### src/rtl/rom_search_pkg.sv
// Shared types and defaults for the ROM search arbiter.
// Provides the FSM state type, width defaults and a counter-width helper.
package rom_search_pkg;

  typedef enum logic [1:0] {
    IDLE,
    START,
    RUN,
    DONE
  } state_t;

  localparam int DATA_W_DEF  = 8;
  localparam int ADDR_W_DEF  = 8;
  localparam int TIMEOUT_DEF = 512;

  // Bits needed to count 0 .. t-1 (at least one bit).
  function automatic int cnt_w(input int t);
    return (t > 2) ? $clog2(t) : 1;
  endfunction

endpackage

### src/rtl/rom_search_arbiter_rr_picker.sv
// Combinational round-robin select: scans req from ptr upward, wrapping.
// Ports: req, ptr in; onehot winner and its index out.
module rr_picker
  import rom_search_pkg::*;
#(
  parameter int N_REQ = 4,
  parameter int PW    = 2
) (
  input  logic [N_REQ-1:0] req,
  input  logic [PW-1:0]    ptr,
  output logic [N_REQ-1:0] onehot,
  output logic [PW-1:0]    idx
);

  always_comb begin
    logic found;
    int   p;
    onehot = '0;
    idx    = '0;
    found  = 1'b0;
    p      = 0;
    for (int k = 0; k < N_REQ; k++) begin
      p = int'(ptr) + k;
      if (p >= N_REQ) p = p - N_REQ;
      if (!found && req[p]) begin
        found     = 1'b1;
        onehot[p] = 1'b1;
        idx       = PW'(p);
      end
    end
  end

endmodule

### src/rtl/rom_search_arbiter.sv
// Round-robin arbiter sharing one sequential ROM search engine.
// Ports: req/req_data from clients; grant/done/rsp_* back; eng_* to/from engine.
module rom_search_arbiter
  import rom_search_pkg::*;
#(
  parameter int N_REQ   = 4,
  parameter int DATA_W  = DATA_W_DEF,
  parameter int ADDR_W  = ADDR_W_DEF,
  parameter int TIMEOUT = TIMEOUT_DEF
) (
  input  logic                    clk,
  input  logic                    rst_a,
  input  logic [N_REQ-1:0]        req,
  input  logic [N_REQ*DATA_W-1:0] req_data,
  output logic [N_REQ-1:0]        grant,
  output logic [N_REQ-1:0]        done,
  output logic [ADDR_W-1:0]       rsp_address,
  output logic                    rsp_match,
  output logic                    rsp_timeout,
  output logic [DATA_W-1:0]       eng_data,
  output logic                    eng_start,
  input  logic                    eng_busy,
  input  logic [ADDR_W-1:0]       eng_address,
  input  logic                    eng_match
);

  localparam int PW = (N_REQ > 1) ? $clog2(N_REQ) : 1;
  localparam int CW = cnt_w(TIMEOUT);

  state_t            state;
  logic [PW-1:0]     ptr;
  logic [CW-1:0]     cnt;
  logic [N_REQ-1:0]  pick_hot;
  logic [PW-1:0]     pick_idx;
  logic [DATA_W-1:0] pick_key;

  rr_picker #(
    .N_REQ (N_REQ),
    .PW    (PW)
  ) u_pick (
    .req    (req),
    .ptr    (ptr),
    .onehot (pick_hot),
    .idx    (pick_idx)
  );

  always_comb begin
    pick_key = '0;
    for (int i = 0; i < N_REQ; i++) begin
      if (pick_idx == PW'(i))
        pick_key = req_data[i*DATA_W +: DATA_W];
    end
  end

  always_ff @(posedge clk or posedge rst_a) begin
    if (rst_a) begin
      state       <= IDLE;
      ptr         <= '0;
      cnt         <= '0;
      grant       <= '0;
      done        <= '0;
      rsp_address <= '0;
      rsp_match   <= 1'b0;
      rsp_timeout <= 1'b0;
      eng_data    <= '0;
      eng_start   <= 1'b0;
    end else begin
      eng_start <= 1'b0;
      done      <= '0;
      unique case (state)
        IDLE: begin
          // A busy engine here is a search left over from a reset.
          if (|req && !eng_busy) begin
            grant     <= pick_hot;
            eng_data  <= pick_key;
            eng_start <= 1'b1;
            ptr       <= (pick_idx == PW'(N_REQ-1))
                         ? '0 : pick_idx + 1'b1;
            state     <= START;
          end
        end
        START: begin
          cnt   <= '0;
          state <= RUN;
        end
        RUN: begin
          cnt <= cnt + 1'b1;
          if (!eng_busy) begin
            rsp_address <= eng_address;
            rsp_match   <= eng_match;
            rsp_timeout <= 1'b0;
            done        <= grant;
            state       <= DONE;
          end else if (cnt == CW'(TIMEOUT-1)) begin
            rsp_match   <= 1'b0;
            rsp_timeout <= 1'b1;
            done        <= grant;
            state       <= DONE;
          end
        end
        DONE: begin
          grant <= '0;
          state <= IDLE;
        end
        default: state <= IDLE;
      endcase
    end
  end

endmodule

### config.mk
export PLATFORM = sky130hd
export DESIGN_NAME = rom_search_arbiter
export DESIGN_NICKNAME = d
export VERILOG_FILES = /design/src/rtl/rom_search_pkg.sv /design/src/rtl/rom_search_arbiter_rr_picker.sv /design/src/rtl/rom_search_arbiter.sv
export SDC_FILE = /design/constraint.sdc
export NUM_CORES = 1
export LEC_CHECK = 0
export ABC_CLOCK_PERIOD_IN_PS = 3000
export BUFFER_PORTS_ARGS = -buffer_cell sky130_fd_sc_hd__buf_4
export CAP_MARGIN = 0
export CELL_PAD_IN_SITES_DETAIL_PLACEMENT = 1
export CELL_PAD_IN_SITES_GLOBAL_PLACEMENT = 2
export CORE_ASPECT_RATIO = 0.75
export CORE_MARGIN = 5
export CORE_UTILIZATION = 28
export CTS_BUF_LIST = sky130_fd_sc_hd__clkbuf_16
export DETAILED_ROUTE_END_ITERATION = 8
export PLACE_DENSITY_LB_ADDON = 0.15
export SLEW_MARGIN = 20
export SYNTH_ARGS = -nofsm -noshare
export SYNTH_HDL_FRONTEND = slang
export SYNTH_HIERARCHICAL = 1
export SYNTH_SLANG_ARGS = --single-unit
### constraint.sdc
create_clock -name clk -period 3 [get_ports clk]
set_input_delay 0.9 -clock clk [delete_from_list [all_inputs] [get_ports clk]]
set_output_delay 0.9 -clock clk [all_outputs]
set_load 0.01 [all_outputs]
==> metrics.yaml <==
io_pins: 75
path_class: "in -> reg"
totalNegativeSetupSlack_ns: 0
cp.arrival_ns: 3.08
setup_violations: 0
mostFrequentLayoutCells: "buf_4, dfrtp_1, nand2_1, inv_1, ha_1"
dp_hpwl_microns: 5623
status: "finished clean"
path_clk_slew_ns: 0.06
grt_pass1_wl_microns: 11910
ff2ff_setup_slack_ns: 0.24
ctsHtreeMaxLevel: 2
totalWireLength_microns: 7079
synthCells: 238
start_kind: "input pin"
wl_per_cell_microns: 15.84
grt_pass1_vias: 2400
via_count: 2174
syn_nets: 304
fmax_mhz: 343.8
postPlaceCellArea_sq_um: 3299
ys_warn_count: 6
p_total_mw: 3.778
cts_setup_buffers: 0
end_kind: "flip-flop"
relSlewSlack_pct: 65.18
cts_tree: "yes"
gr-usage-all-layers_pct: 13.50
die-area_sq_um: 10700
critPathMaxStageDelay_ns: 0.50
dpl.cell_count: 439
hold_violations: 0
ys_types: 47
cp_max_fo: 7
hold_depth: 1
maxCapViolCount: 0
async_flop_share_pct: 100.0
holdCritPathClass: "reg -> reg"
yosys_most_used_dff: "dfrtp_1"
required_ns: 3.17
critical-path-slowest-cell: "mux4_2"
syn_area_per_cell_sq_um: 10.26
powerDensity_nw_per_um2: 1085
synthesis.area_sq_um: 2441
worst_pin_slew_ns: 0.5223
total_leakage_power_nw: 1.664
clockBufferDepth: 2
synth_edf_count: 0
initialDrtViolationCount: 56
stdcell_count: 447
final_cell_area_sq_um: 3481
initial_utilization_pct: 28.75
crit_path_cell_trace: "buf_4, mux4_2, nor2b_4, a221oi_2, o2bb2ai_2, buf_4, ha_1, nand2b_2, o22ai_1, a211oi_2, a21o_1"
grt_start_max_net_pins: 41
syn_to_final_growth_pct: 42.59
grt_overflow: 0
die_w_microns: 117.8
final_layout_size_suffix_gt1_share_pct: 41.59
crit_path_frequent_cell: "buf_4"
period_minus_slack_ns: 2.909
cts_made_buffers: 5
fin_skew_ns: 0.006188
drtPass1Iterations: 4
die_h_microns: 90.86
min_period_over_period_pct: 96.97
gp_congestion: 0.7755
rows: 29
slew_violations: 0
r2r_cells: 13
numPortBuffers: 74
core_sq_um: 8491
clock_sinks: 40
timing.final.ws_setup_ns: 0.09098
drc: 0
clk_latency_ns: 0.28
critical_path_buf_inv_count: 2
antenna_found_initial: 0
cts_root_buffer: "clkbuf_16"
final_common_cell: "buf_4"
ys_ff_latch: 40
ir_drop_mv: 0.3573
ys_seq_area_share_pct: 41.00
cp.depth: 11
drtAntennaViolNets: 0
via_per_inst: 4.864
cpLargestDelayFamily: "compound AO/OA/AOI/OAI gates"
diodes: 0
dp_slack_ns: -0.3577
nets: 404
fill_cells: 1000
synthesized netlist by cell type (all sizes together), types with 2 or more instances:
cell type | n | area [sq um]
dfrtp | 40 | 1001
ha | 18 | 225.2
nand2 | 18 | 70.07
inv | 17 | 63.81
nor2 | 12 | 50.05
o21ai | 11 | 55.05
nor2b | 10 | 70.06
o22ai | 10 | 62.56
mux2 | 9 | 101.4
a211oi | 8 | 60.06
a21o | 7 | 52.55
a21oi | 7 | 35.03
a22oi | 7 | 52.55
nand3 | 7 | 35.03
buf | 6 | 42.54
a221oi | 5 | 50.04
o2bb2ai | 5 | 43.79
and2 | 4 | 25.02
mux4 | 4 | 90.09
nor3 | 4 | 31.28
clkbuf | 3 | 11.26
nand3b | 3 | 22.52
o31ai | 3 | 22.52
a22o | 2 | 17.52
a2bb2oi | 2 | 17.52
mux2i | 2 | 20.02
nand2b | 2 | 20.02
per-stage QoR:
step / util [%] / hold WS [ns]
6_report: 41.00 / 0.4860
5_1_grt: 41.00 / 0.5121
4_1_cts: 40.55 / 0.4896
3_5_place_dp: 38.86 / 0.4695
3_3_place_gp: 38.86 / 0.4661
2_1_floorplan: - / 0.4776
path summary, 6_finish.rpt:
| path | start | end |
|---|---|---|
| setup reg to reg | ptr[0] | eng_data[5] |
| hold reg to reg | eng_data[6] | eng_data[6] |
| min in group asynchronous | rst_a | rsp_address[5] |
| hold / removal | eng_data[6] | eng_data[6] |
| setup / recovery | req[1] | eng_data[5] |
| max in group asynchronous | rst_a | grant[0] |
where the power goes:
part           switching, mW  leakage [nW]  internal (mW)
Clock                  0.215        0.0710          0.302
Sequential             0.116         0.519          0.725
Combinational           1.25          1.07           1.17
Total                   1.58          1.66           2.20
cell type report:
class	count	area [sq um]	share of cell area, %
sequential	40	1001	28.76
clock inverter	3	13.76	0.3954
multi-input combinational	171	1373	39.43
tap	108	135.1	3.882
clock buffer	5	125.1	3.595
inverter	18	67.56	1.941
timing repair buffer	102	765.7	22.00
per-layer routing:
layer | vias to the layer above | GRT usage, % | wire length, microns
met5 | - | 0 | 0
met4 | 0 | 3.152 | 58
met3 | 4 | 5.385 | 524
met2 | 61 | 20.01 | 2979
met1 | 1042 | 18.43 | 3517
li1 | 1067 | - | -
state kept, by name, summed over array words and instances (netlist names):
name / flops
eng_start: 1
rsp_timeout: 1
rsp_address: 8
eng_data: 8
done: 4
state: 2
rsp_match: 1
cnt: 9
ptr: 2
grant: 4
what timing repair did:
item                                    in CTS  in global routing
resized for setup                            2                  8
endpoints found under the setup margin       7                  8
hold buffers                                 0                  0
cells by family (layout without fill, tap and decap cells):
kind of cell,after synthesis,count (layout),share of synthesized area (%)
buffers and inverters,27,128,4.972
flip-flops,40,40,41.00
XOR/XNOR,2,2,0.7177
adder cells (fa/ha/maj),18,18,9.226
AND/OR/NAND/NOR,66,66,15.07
multiplexers,15,15,8.663
AO/OA/AOI/OAI,70,70,20.35
(Power assumes the default switching activity.)
